===== src/rtl/adc_scan_pkg.sv =====
// Shared types and default constants for the multi-channel ADC0808 scanner.
// Holds the scan FSM state enum, default timing constants and MAX_CH.
package adc_scan_pkg;

    localparam int MAX_CH          = 8;
    localparam int DEF_CLK_DIV     = 100;
    localparam int DEF_PULSE_CYC   = 50;
    localparam int DEF_OE_CYC      = 30;
    localparam int DEF_TIMEOUT_CYC = 20000;

    typedef enum logic [2:0] {
        S_IDLE,
        S_SETUP,
        S_ALE,
        S_START,
        S_WAIT_LO,
        S_WAIT_HI,
        S_READ,
        S_STORE
    } state_t;

endpackage


===== src/rtl/adc_clk_gen.sv =====
// Free-running converter clock divider: adc_clk toggles every CLK_DIV clocks.
// Ports: clk (system clock), reset (async, active-low), adc_clk (divided clock).
import adc_scan_pkg::*;

module adc_clk_gen #(
    parameter int CLK_DIV = DEF_CLK_DIV
) (
    input  logic clk,
    input  logic reset,
    output logic adc_clk
);

    localparam int CW = ($clog2(CLK_DIV) > 0) ? $clog2(CLK_DIV) : 1;

    logic [CW-1:0] cnt;

    always_ff @(posedge clk or negedge reset) begin
        if (!reset) begin
            cnt     <= '0;
            adc_clk <= 1'b0;
        end else if (cnt == CW'(CLK_DIV - 1)) begin
            cnt     <= '0;
            adc_clk <= ~adc_clk;
        end else begin
            cnt <= cnt + 1'b1;
        end
    end

endmodule


===== src/rtl/adc0808_scanner.sv =====
// Round-robin ADC0808 scanner: sequences addr/ale/start/oe, stores one result
// per channel, flags EOC timeouts. Ports: CLK100MHZ, reset (async, active-low),
// enable, eoc, data_in | adc_clk, ale, start, oe, addr, sample_valid/ch/data,
// rd_ch -> rd_data (registered), err_flags (sticky), scan_done.
// Option: define ADC_SCAN_AVG_EN to store an exponential average per channel.
import adc_scan_pkg::*;

module adc0808_scanner #(
    parameter int NUM_CH      = 8,
    parameter int DATA_W      = 8,
    parameter int CLK_DIV     = DEF_CLK_DIV,
    parameter int PULSE_CYC   = DEF_PULSE_CYC,
    parameter int OE_CYC      = DEF_OE_CYC,
    parameter int TIMEOUT_CYC = DEF_TIMEOUT_CYC
`ifdef ADC_SCAN_AVG_EN
    ,
    parameter int AVG_SHIFT   = 3
`endif
) (
    input  logic              CLK100MHZ,
    input  logic              reset,
    input  logic              enable,
    input  logic              eoc,
    input  logic [DATA_W-1:0] data_in,
    output logic              adc_clk,
    output logic              ale,
    output logic              start,
    output logic              oe,
    output logic [2:0]        addr,
    output logic              sample_valid,
    output logic [2:0]        sample_ch,
    output logic [DATA_W-1:0] sample_data,
    input  logic [2:0]        rd_ch,
    output logic [DATA_W-1:0] rd_data,
    output logic [NUM_CH-1:0] err_flags,
    output logic              scan_done
);

    localparam int CNT_W = $clog2(TIMEOUT_CYC + PULSE_CYC + OE_CYC + 1);

    state_t            state;
    state_t            state_nx;
    logic [CNT_W-1:0]  cnt;
    logic [1:0]        eoc_ff;
    logic              eoc_sync;
    logic [2:0]        ch;
    logic [2:0]        ch_nx;
    logic              last_ch;
    logic              pulse_end;
    logic              oe_end;
    logic              tmo;
    logic              capture;
    logic              timeout;
    logic              advance;
    logic [DATA_W-1:0] store_val;
    logic [DATA_W-1:0] mem [MAX_CH];
    logic [MAX_CH-1:0] err_q;

    adc_clk_gen #(
        .CLK_DIV (CLK_DIV)
    ) u_clk_gen (
        .clk     (CLK100MHZ),
        .reset   (reset),
        .adc_clk (adc_clk)
    );

    assign eoc_sync  = eoc_ff[1];
    assign last_ch   = (ch == 3'(NUM_CH - 1));
    assign ch_nx     = last_ch ? 3'd0 : ch + 3'd1;
    assign pulse_end = (cnt == CNT_W'(PULSE_CYC - 1));
    assign oe_end    = (cnt == CNT_W'(OE_CYC - 1));
    assign tmo       = (cnt == CNT_W'(TIMEOUT_CYC - 1));
    assign addr      = ch;
    assign err_flags = err_q[NUM_CH-1:0];

    always_ff @(posedge CLK100MHZ or negedge reset) begin
        if (!reset) state <= S_IDLE;
        else        state <= state_nx;
    end

    // An EOC edge seen in the same cycle as the timeout wins.
    always_comb begin
        state_nx = state;
        ale      = 1'b0;
        start    = 1'b0;
        oe       = 1'b0;
        capture  = 1'b0;
        timeout  = 1'b0;
        unique case (state)
            S_IDLE: begin
                if (enable) state_nx = S_SETUP;
            end
            S_SETUP: begin
                if (pulse_end) state_nx = S_ALE;
            end
            S_ALE: begin
                ale = 1'b1;
                if (pulse_end) state_nx = S_START;
            end
            S_START: begin
                start = 1'b1;
                if (pulse_end) state_nx = S_WAIT_LO;
            end
            S_WAIT_LO: begin
                if (!eoc_sync) begin
                    state_nx = S_WAIT_HI;
                end else if (tmo) begin
                    timeout  = 1'b1;
                    state_nx = enable ? S_SETUP : S_IDLE;
                end
            end
            S_WAIT_HI: begin
                if (eoc_sync) begin
                    state_nx = S_READ;
                end else if (tmo) begin
                    timeout  = 1'b1;
                    state_nx = enable ? S_SETUP : S_IDLE;
                end
            end
            S_READ: begin
                oe = 1'b1;
                if (oe_end) begin
                    capture  = 1'b1;
                    state_nx = S_STORE;
                end
            end
            S_STORE: begin
                state_nx = enable ? S_SETUP : S_IDLE;
            end
            default: state_nx = S_IDLE;
        endcase
    end

    // The pointer always moves on after a channel, so a paused scan
    // resumes at the following channel.
    assign advance = (state == S_STORE) || timeout;

`ifdef ADC_SCAN_AVG_EN
    logic [MAX_CH-1:0]      primed;
    logic signed [DATA_W:0] diff;
    logic signed [DATA_W:0] step;

    always_comb begin
        diff      = $signed({1'b0, data_in}) - $signed({1'b0, mem[ch]});
        step      = diff >>> AVG_SHIFT;
        store_val = data_in;
        if (primed[ch]) begin
            store_val = DATA_W'($signed({1'b0, mem[ch]}) + step);
        end
    end

    always_ff @(posedge CLK100MHZ or negedge reset) begin
        if (!reset)       primed     <= '0;
        else if (capture) primed[ch] <= 1'b1;
    end
`else
    assign store_val = data_in;
`endif

    always_ff @(posedge CLK100MHZ or negedge reset) begin
        if (!reset) begin
            eoc_ff       <= 2'b00;
            cnt          <= '0;
            ch           <= 3'd0;
            err_q        <= '0;
            sample_valid <= 1'b0;
            sample_ch    <= 3'd0;
            sample_data  <= '0;
            scan_done    <= 1'b0;
        end else begin
            eoc_ff       <= {eoc_ff[0], eoc};
            sample_valid <= capture;
            scan_done    <= capture && last_ch;
            if (state_nx != state || state == S_IDLE) cnt <= '0;
            else                                      cnt <= cnt + 1'b1;
            if (capture) begin
                sample_ch   <= ch;
                sample_data <= store_val;
                err_q[ch]   <= 1'b0;
            end
            if (timeout) err_q[ch] <= 1'b1;
            if (advance) ch <= ch_nx;
        end
    end

    always_ff @(posedge CLK100MHZ or negedge reset) begin
        if (!reset) begin
            for (int i = 0; i < MAX_CH; i++) mem[i] <= '0;
        end else if (capture) begin
            mem[ch] <= store_val;
        end
    end

    // Registered read: a same-cycle store is seen one clock later.
    always_ff @(posedge CLK100MHZ or negedge reset) begin
        if (!reset) begin
            rd_data <= '0;
        end else if ({1'b0, rd_ch} < 4'(NUM_CH)) begin
            rd_data <= mem[rd_ch];
        end else begin
            rd_data <= '0;
        end
    end

endmodule


===== config.mk =====
export PLATFORM = sky130hd
export DESIGN_NAME = adc0808_scanner
export DESIGN_NICKNAME = d
export VERILOG_FILES = /design/src/rtl/adc_scan_pkg.sv /design/src/rtl/adc_clk_gen.sv /design/src/rtl/adc0808_scanner.sv
export SDC_FILE = /design/constraint.sdc
export NUM_CORES = 1
export LEC_CHECK = 0
export ABC_AREA = 1
export BUFFER_PORTS_ARGS = -buffer_cell sky130_fd_sc_hd__buf_4
export CAP_MARGIN = 20
export CORE_ASPECT_RATIO = 1.2
export CORE_MARGIN = 3
export CORE_UTILIZATION = 35
export CTS_BUF_LIST = sky130_fd_sc_hd__clkbuf_2 sky130_fd_sc_hd__clkbuf_4 sky130_fd_sc_hd__clkbuf_8
export CTS_CLUSTER_SIZE = 28
export DETAILED_ROUTE_END_ITERATION = 6
export PLACE_DENSITY = 0.59
export SYNTH_ARGS = -nofsm -noshare
export SYNTH_HDL_FRONTEND = slang
export SYNTH_SLANG_ARGS = --single-unit

===== constraint.sdc =====
create_clock -name CLK100MHZ -period 3.05 [get_ports CLK100MHZ]
set_clock_uncertainty 0.05 [all_clocks]
set_input_delay 0 -clock CLK100MHZ [delete_from_list [all_inputs] [get_ports CLK100MHZ]]
set_output_delay 0 -clock CLK100MHZ [all_outputs]
set_load 0.03 [all_outputs]

; ---- After elaboration in Yosys (flattened, before gate mapping)
; Cells that the tools add are included.
[word_totals]
input_bits = 15
out_inout_bits = 36
word_cells = 85
reg_bits = 124
[classes]
mux = 32
n_eq_ne = 13
magnitude_cmp = 5
n_reduce_logical = 6
n_addsub = 3
bitwise = 6
[op_table]
columns = op, n
row1 = 64-bit bitwise mux, 1
row2 = 8-bit two-way mux, 5
row3 = 3-bit two-way mux, 9
row4 = 8-bit binary-select mux with 3-bit select, 1
row5 = 8-bit demux with 3-bit select, 1
row6 = 3-bit case mux with 8 select lines, 1
row7 = 15-bit by 1-bit adder with 15-bit output (second input constant), 1
row8 = 15-bit equality test (second input constant), 1
row9 = 15-bit by 5-bit equality test with 1-bit output (second input constant), 1
row10 = 15-bit by 6-bit equality test with 1-bit output (second input constant), 1
row11 = 3-bit equality test (second input constant), 5
row12 = 15-bit two-way mux, 1
row13 = 1-bit two-way mux, 10
row14 = 8-bit bitwise AND, 1
row15 = 4-bit greater-or-equal comparator (second input constant), 2
row16 = 3-bit inverter with 4-bit output, 2
row17 = 8-bit inverter, 1
row18 = 8-bit bitwise OR, 1
row19 = 7-bit by 1-bit adder with 7-bit output (second input constant), 1
row20 = 7-bit equality test (second input constant), 1
row21 = 7-bit two-way mux, 1
row22 = 3-bit by 2-bit equality test with 1-bit output (second input constant), 2
row23 = 3-bit by 4-bit less-than comparator with 1-bit output (second input constant), 1
row24 = 4-bit by 1-bit less-than comparator with 1-bit output (second input constant), 1
row25 = 10 further kinds, 13

; ---- Depth between registers and ports, before layout
[depth]
ltp_word = 9
ltp_mapped = 13
mapped_depth_nobuf = 12

; ---- Hierarchy
; Synthesis repeated with hierarchy kept, for this count alone.
[hier_totals]
hier_cells = 644
hier_area_um2 = 5620.4
[by_module_without_submodules]
columns = mod, cells_each, area_each_um2, instances
row1 = adc0808_scanner, 602, 5252.5, 1
row2 = adc_clk_gen, 42, 367.9, 1

; ---- Worst setup path before layout
; Ideal clock, no wire load.
[synth_path]
path_type = flip-flop to flip-flop
startpoint = register state[2]
endpoint = register cnt[11]
setup_ns = 0.121
arrival_ns = 1.918
setup_slack_ns = 0.961
period_less_slack_ns = 2.089
stages_incl_launch_ff = 9
required_ns = 2.879
path_cell_list = dfrtp_1 > buf_2 > nor3_1 > nand3_1 > nand3_1 > nor2_2 > nand2_2 > buf_6 > nor2_2
[synth_via]
elab_chain_len = 6
elab_cells_between_ends = 20
classes_between = eq/ne: 8 / mux: 10 / reduce/logical: 2
[synth_rtl]
columns = item, line
row1 = from (decl), adc0808_scanner.sv:41  ; state_t state;
row2 = from (signal assigned), adc0808_scanner.sv:78  ; else state <= state_nx;
row3 = 3-bit two-way mux, "adc0808_scanner.sv:107, adc0808_scanner.sv:115"
row4 = 3-bit two-way mux (on tied branches), "adc0808_scanner.sv:113, adc0808_scanner.sv:105"
row5 = 3-bit case mux with 8 select lines, adc0808_scanner.sv:89  ; unique case (state)
row6 = 3-bit inequality test, adc0808_scanner.sv:174  ; if (state_nx != state || state == S_IDLE) cnt <= '0;
row7 = 1-bit logical OR *, adc0808_scanner.sv:174
row8 = 15-bit two-way mux *, adc0808_scanner.sv:174
row9 = to (signal assigned), adc0808_scanner.sv:175  ; else cnt <= cnt + 1'b1;
row10 = to (decl), adc0808_scanner.sv:43  ; logic [CNT_W-1:0] cnt;
; Mark *: on every way between the ends. The rest lies on a longest branch, timed or not.
; A chain may end at the register's enable or synchronous reset.

; ---- Final worst setup path
[layout_path]
startpoint = register cnt[13]
endpoint = register mem[6] in the netlist's numbering
[layout_via]
elab_chain_len = 3
[layout_rtl]
columns = item, line
row1 = 15-bit by 5-bit equality test with 1-bit output, adc0808_scanner.sv:71  ; assign oe_end = (cnt == CNT_W'(OE_CYC - 1));
row2 = 1-bit two-way mux, adc0808_scanner.sv:122  ; if (oe_end) begin
row3 = 1-bit two-way mux, adc0808_scanner.sv:89
row4 = via capture, adc0808_scanner.sv:52  ; logic capture;
row5 = "to (signal, indexed assignment)", adc0808_scanner.sv:190  ; mem[ch] <= store_val;
row6 = to (decl), adc0808_scanner.sv:56  ; logic [DATA_W-1:0] mem [MAX_CH];
; The timed path passes the listed nets, and every way through them passes these cells.

==> results.md <==
- Prevailing post-synth register cell: dfrtp_1
- WL/cell: 14.9 µm
- # port buffers: 50
- Die footprint: 17900 µm²
- Post-layout min period: 2.04 ns
- Startpoint types: flip-flop
- Setup TNS: 0 ns
- Sequential area share after synthesis: 54.3%
- PnR Total Power: 3.07 mW
- Via count: 4488
- Post-layout instance area: 6680 µm²
- Worst Setup End Kind: flip-flop
- Gpl congestion: 0.933
- Data arrival time of the worst path: 2.32 ns
- Antenna diode count: 0
- Hpwl dp: 9280 µm
- Final wirelength: 13500 µm
- WS Path Type: flip-flop to flip-flop
- Comb power frac: 5.9%
- H-tree levels: 4
- Final hold viol count: 0
- Clock-pin slew on the worst setup and hold paths: 0.07 ns
- Int Pwr: 2.37 mW
- Crit path max fanout: 25
- Async SR Flop Fraction: 100%
- Worst VDD drop: 0.000261 V
- First-pass DRT Iterations: 4
- Clk_lat worst skew: 0.44 ns
- Mapped cell area: 5720 µm²
- Area grow syn2layout: 16.9%
- XOR/XNOR share of the synthesized area: 1.69%
- Rel. slew slack: 43.3%
- Die Wd: 123 µm
- Pins Over Slew Limit: 0
- TritonCTS buffer count: 17
- Synth Instances: 630
- Period utilization: 66.9%
- Max-Cap Viols: 0
- Reg power frac: 54.3%
- DRT iter0 DRCs: 276
- FF+latch count, synth: 124
- Net Sw Power: 0.707 mW
- Final setup violation count: 0
- Sink Count: 124
- RSZ-0062 raised after global routing: false
- GRT Overall Usage: 15.7%
- Combinational family with the most area after synthesis: simple AND/OR/NAND/NOR gates
- Area post-placement: 6240 µm²
- CP required: 3.32 ns
- DR vias/cell: 4.96
- Mux share of post-synthesis cell area: 0.197%
- Initial antenna violation count: 0
- Unique cell type count in the Yosys netlist: 41
- CTS resizes: 0
- Die H: 146 µm
- First-pass GRT wire length: 22300 µm
- Gr ovfl total: 0
- Compound-Gate Fraction of Synth Area: 14.4%
- Post-synth top area share: 54.3%
- Final antenna-violating net count: 0
- Core area: 15800 µm²
- Synth area leaders: dfrtp_1 54%, nand2_1 7.2%, nor2_1 5.1%
- Run status: finished, final reports clean
- CTS tree: done
- Std cell rows: 50
- Largest net degree at the start of global routing: 71
- Starting density of the core: 36.1%
- Slew @ Worst Pin: 0.842 ns
- Filler Cell Count: 1574
- Post-Synth Simple-Gate Area: 21.6%
- LEAKAGE: 3.17 nW
- Number of synthesized flops with an enable pin: 0
- Clock share of power: 39.8%
- Ys Warns: 0
- Max Clk Rate: 490 MHz
- Number of global-route vias before repair: 4382
- Net Sw Frac: 23.0%
- Synth cell count leaders: 124 x dfrtp_1, 110 x nand2_1, 78 x nor2_1, 56 x inv_1, 56 x o21ai_0
- Adder-cell share of the synthesized area: 1.09%
- Largest area contributor in the netlist: dfrtp_1
- Drc violations: 0
- Clk buf depth: 2
- Total power divided by cell area: 460 nW/µm²
- Root buf cell: clkbuf_8
- Most common cell in the synthesized netlist: dfrtp_1
- Hold Crit Class: input port to flip-flop
- # IOs: 51
- Synth Area per Inst: 9.07 µm²
- # nets final: 709
- Layout cell share with drive strength beyond 1: 18.2%
- Syn_nets: 650
- Fin util: 42.2%
## sequential cells by signal, summed over array words and instances, names as in the netlist
register and cells:
cnt 15, sample_valid 1, u_clk_gen.cnt 7, eoc_ff 2, u_clk_gen.adc_clk 1, err_flags 8
scan_done 1, sample_ch 3, rd_data 8, state 3, sample_data 8, addr 3
mem 64
## power groups by stage
stage	combinational [mW]	sequential (mW)	clock (mW)
2_1_floorplan	0.0592	1.72	0
3_3_place_gp	0.171	1.70	0
3_5_place_dp	0.173	1.70	0
4_1_cts	0.186	1.67	1.26
5_1_grt	0.201	1.67	1.34
6_report	0.180	1.67	1.23
## cells in the final DEF (no fill, tap or decap), drive strengths merged
| cell | synthesis | layout |
|---|---|---|
| dfrtp | 124 | 124 |
| nand2 | 116 | 116 |
| nor2 | 97 | 97 |
| o21ai | 91 | 91 |
| inv | 60 | 60 |
| buf | 9 | 51 |
| clkbuf | 14 | 23 |
| nand3 | 23 | 23 |
| a21oi | 23 | 23 |
| dlygate4sd3 | 0 | 12 |
| o32ai | 9 | 9 |
| xor2 | 9 | 9 |
| nand4 | 9 | 9 |
| o211ai | 7 | 7 |
| a31oi | 7 | 7 |
| nor3 | 7 | 7 |
| clkinv | 4 | 7 |
| o31ai | 6 | 6 |
| ha | 5 | 5 |
| nor4 | 3 | 3 |
| xnor2 | 2 | 2 |
| o2111ai | 1 | 1 |
| or2 | 1 | 1 |
| and3 | 1 | 1 |
| mux2 | 1 | 1 |
| and2 | 1 | 1 |
## stage by stage
stage / hold WS, ns / worst slack [ns] / instances
2_1_floorplan: -0.346 / 0.961 / 630
3_3_place_gp: 0.0433 / 1.07 / 866
3_5_place_dp: 0.0561 / 1.01 / 866
4_1_cts: 0.0113 / 0.999 / 904
5_1_grt: 0.0320 / 0.735 / 904
6_report: 0.0334 / 1.01 / 904
## cell families (layout without fill, tap and decap cells)
| group | count (synthesis) | in the layout |
|---|---|---|
| DFF | 124 | 124 |
| muxes | 1 | 1 |
| AOI/OAI and AO/OA | 144 | 144 |
| buffers and inverters | 87 | 153 |
| adders and majority gates | 5 | 5 |
| and+or+nand+nor | 258 | 258 |
| xor gates and xnor gates | 11 | 11 |
## layout make-up
class	instances	area (µm²)	share of cell area [%]
multi-input combinational	419	2230	33.4
clock inverter	3	15.0	0.225
sequential	124	3100	46.4
clock buffer	23	310	4.64
inverter	64	245	3.67
timing repair buffer	63	515	7.72
tap	208	260	3.90
## path summary, 6_finish.rpt
| check | startpoint | to | slack, ns | cells after the start |
|---|---|---|---|---|
| setup / recovery | cnt[13] | mem[6] | 1.01 | 10 |
| hold / removal | rd_ch[1] | rd_data[4] | 0.03 | 3 |
| setup reg to reg | cnt[13] | mem[6] | 1.01 | 10 |
| hold reg to reg | eoc_ff[0] | eoc_ff[1] | 0.30 | 0 |
| max in group asynchronous | reset | sample_ch[2] | 2.02 | 3 |
| min in group asynchronous | reset | u_clk_gen.adc_clk | 0.11 | 2 |
## metal layers
layer / global-route usage [%] / wire length [µm]
met5: 0 / 0
met4: 5.21 / 199
met3: 4.39 / 570
met2: 25.4 / 6580
met1: 20.3 / 6100
## worst max-delay path, stage by stage (launching register included)
cell and delay (ns):
dfrtp_1 0.40, nor2_1 0.18, nand2_1 0.12, nor2_4 0.16, inv_2 0.10, nor2_8 0.17, inv_4 0.13, nor2_8 0.13
nand3_4 0.23, nor2_1 0.21, a21oi_2 0.04
## repair_timing
action	4_1_cts	5_1_grt
setup buffers	0	0
setup endpoints to repair	0	0
hold buffers	12	0
endpoints found under the hold margin	131	0
(Power assumes the default switching activity.)
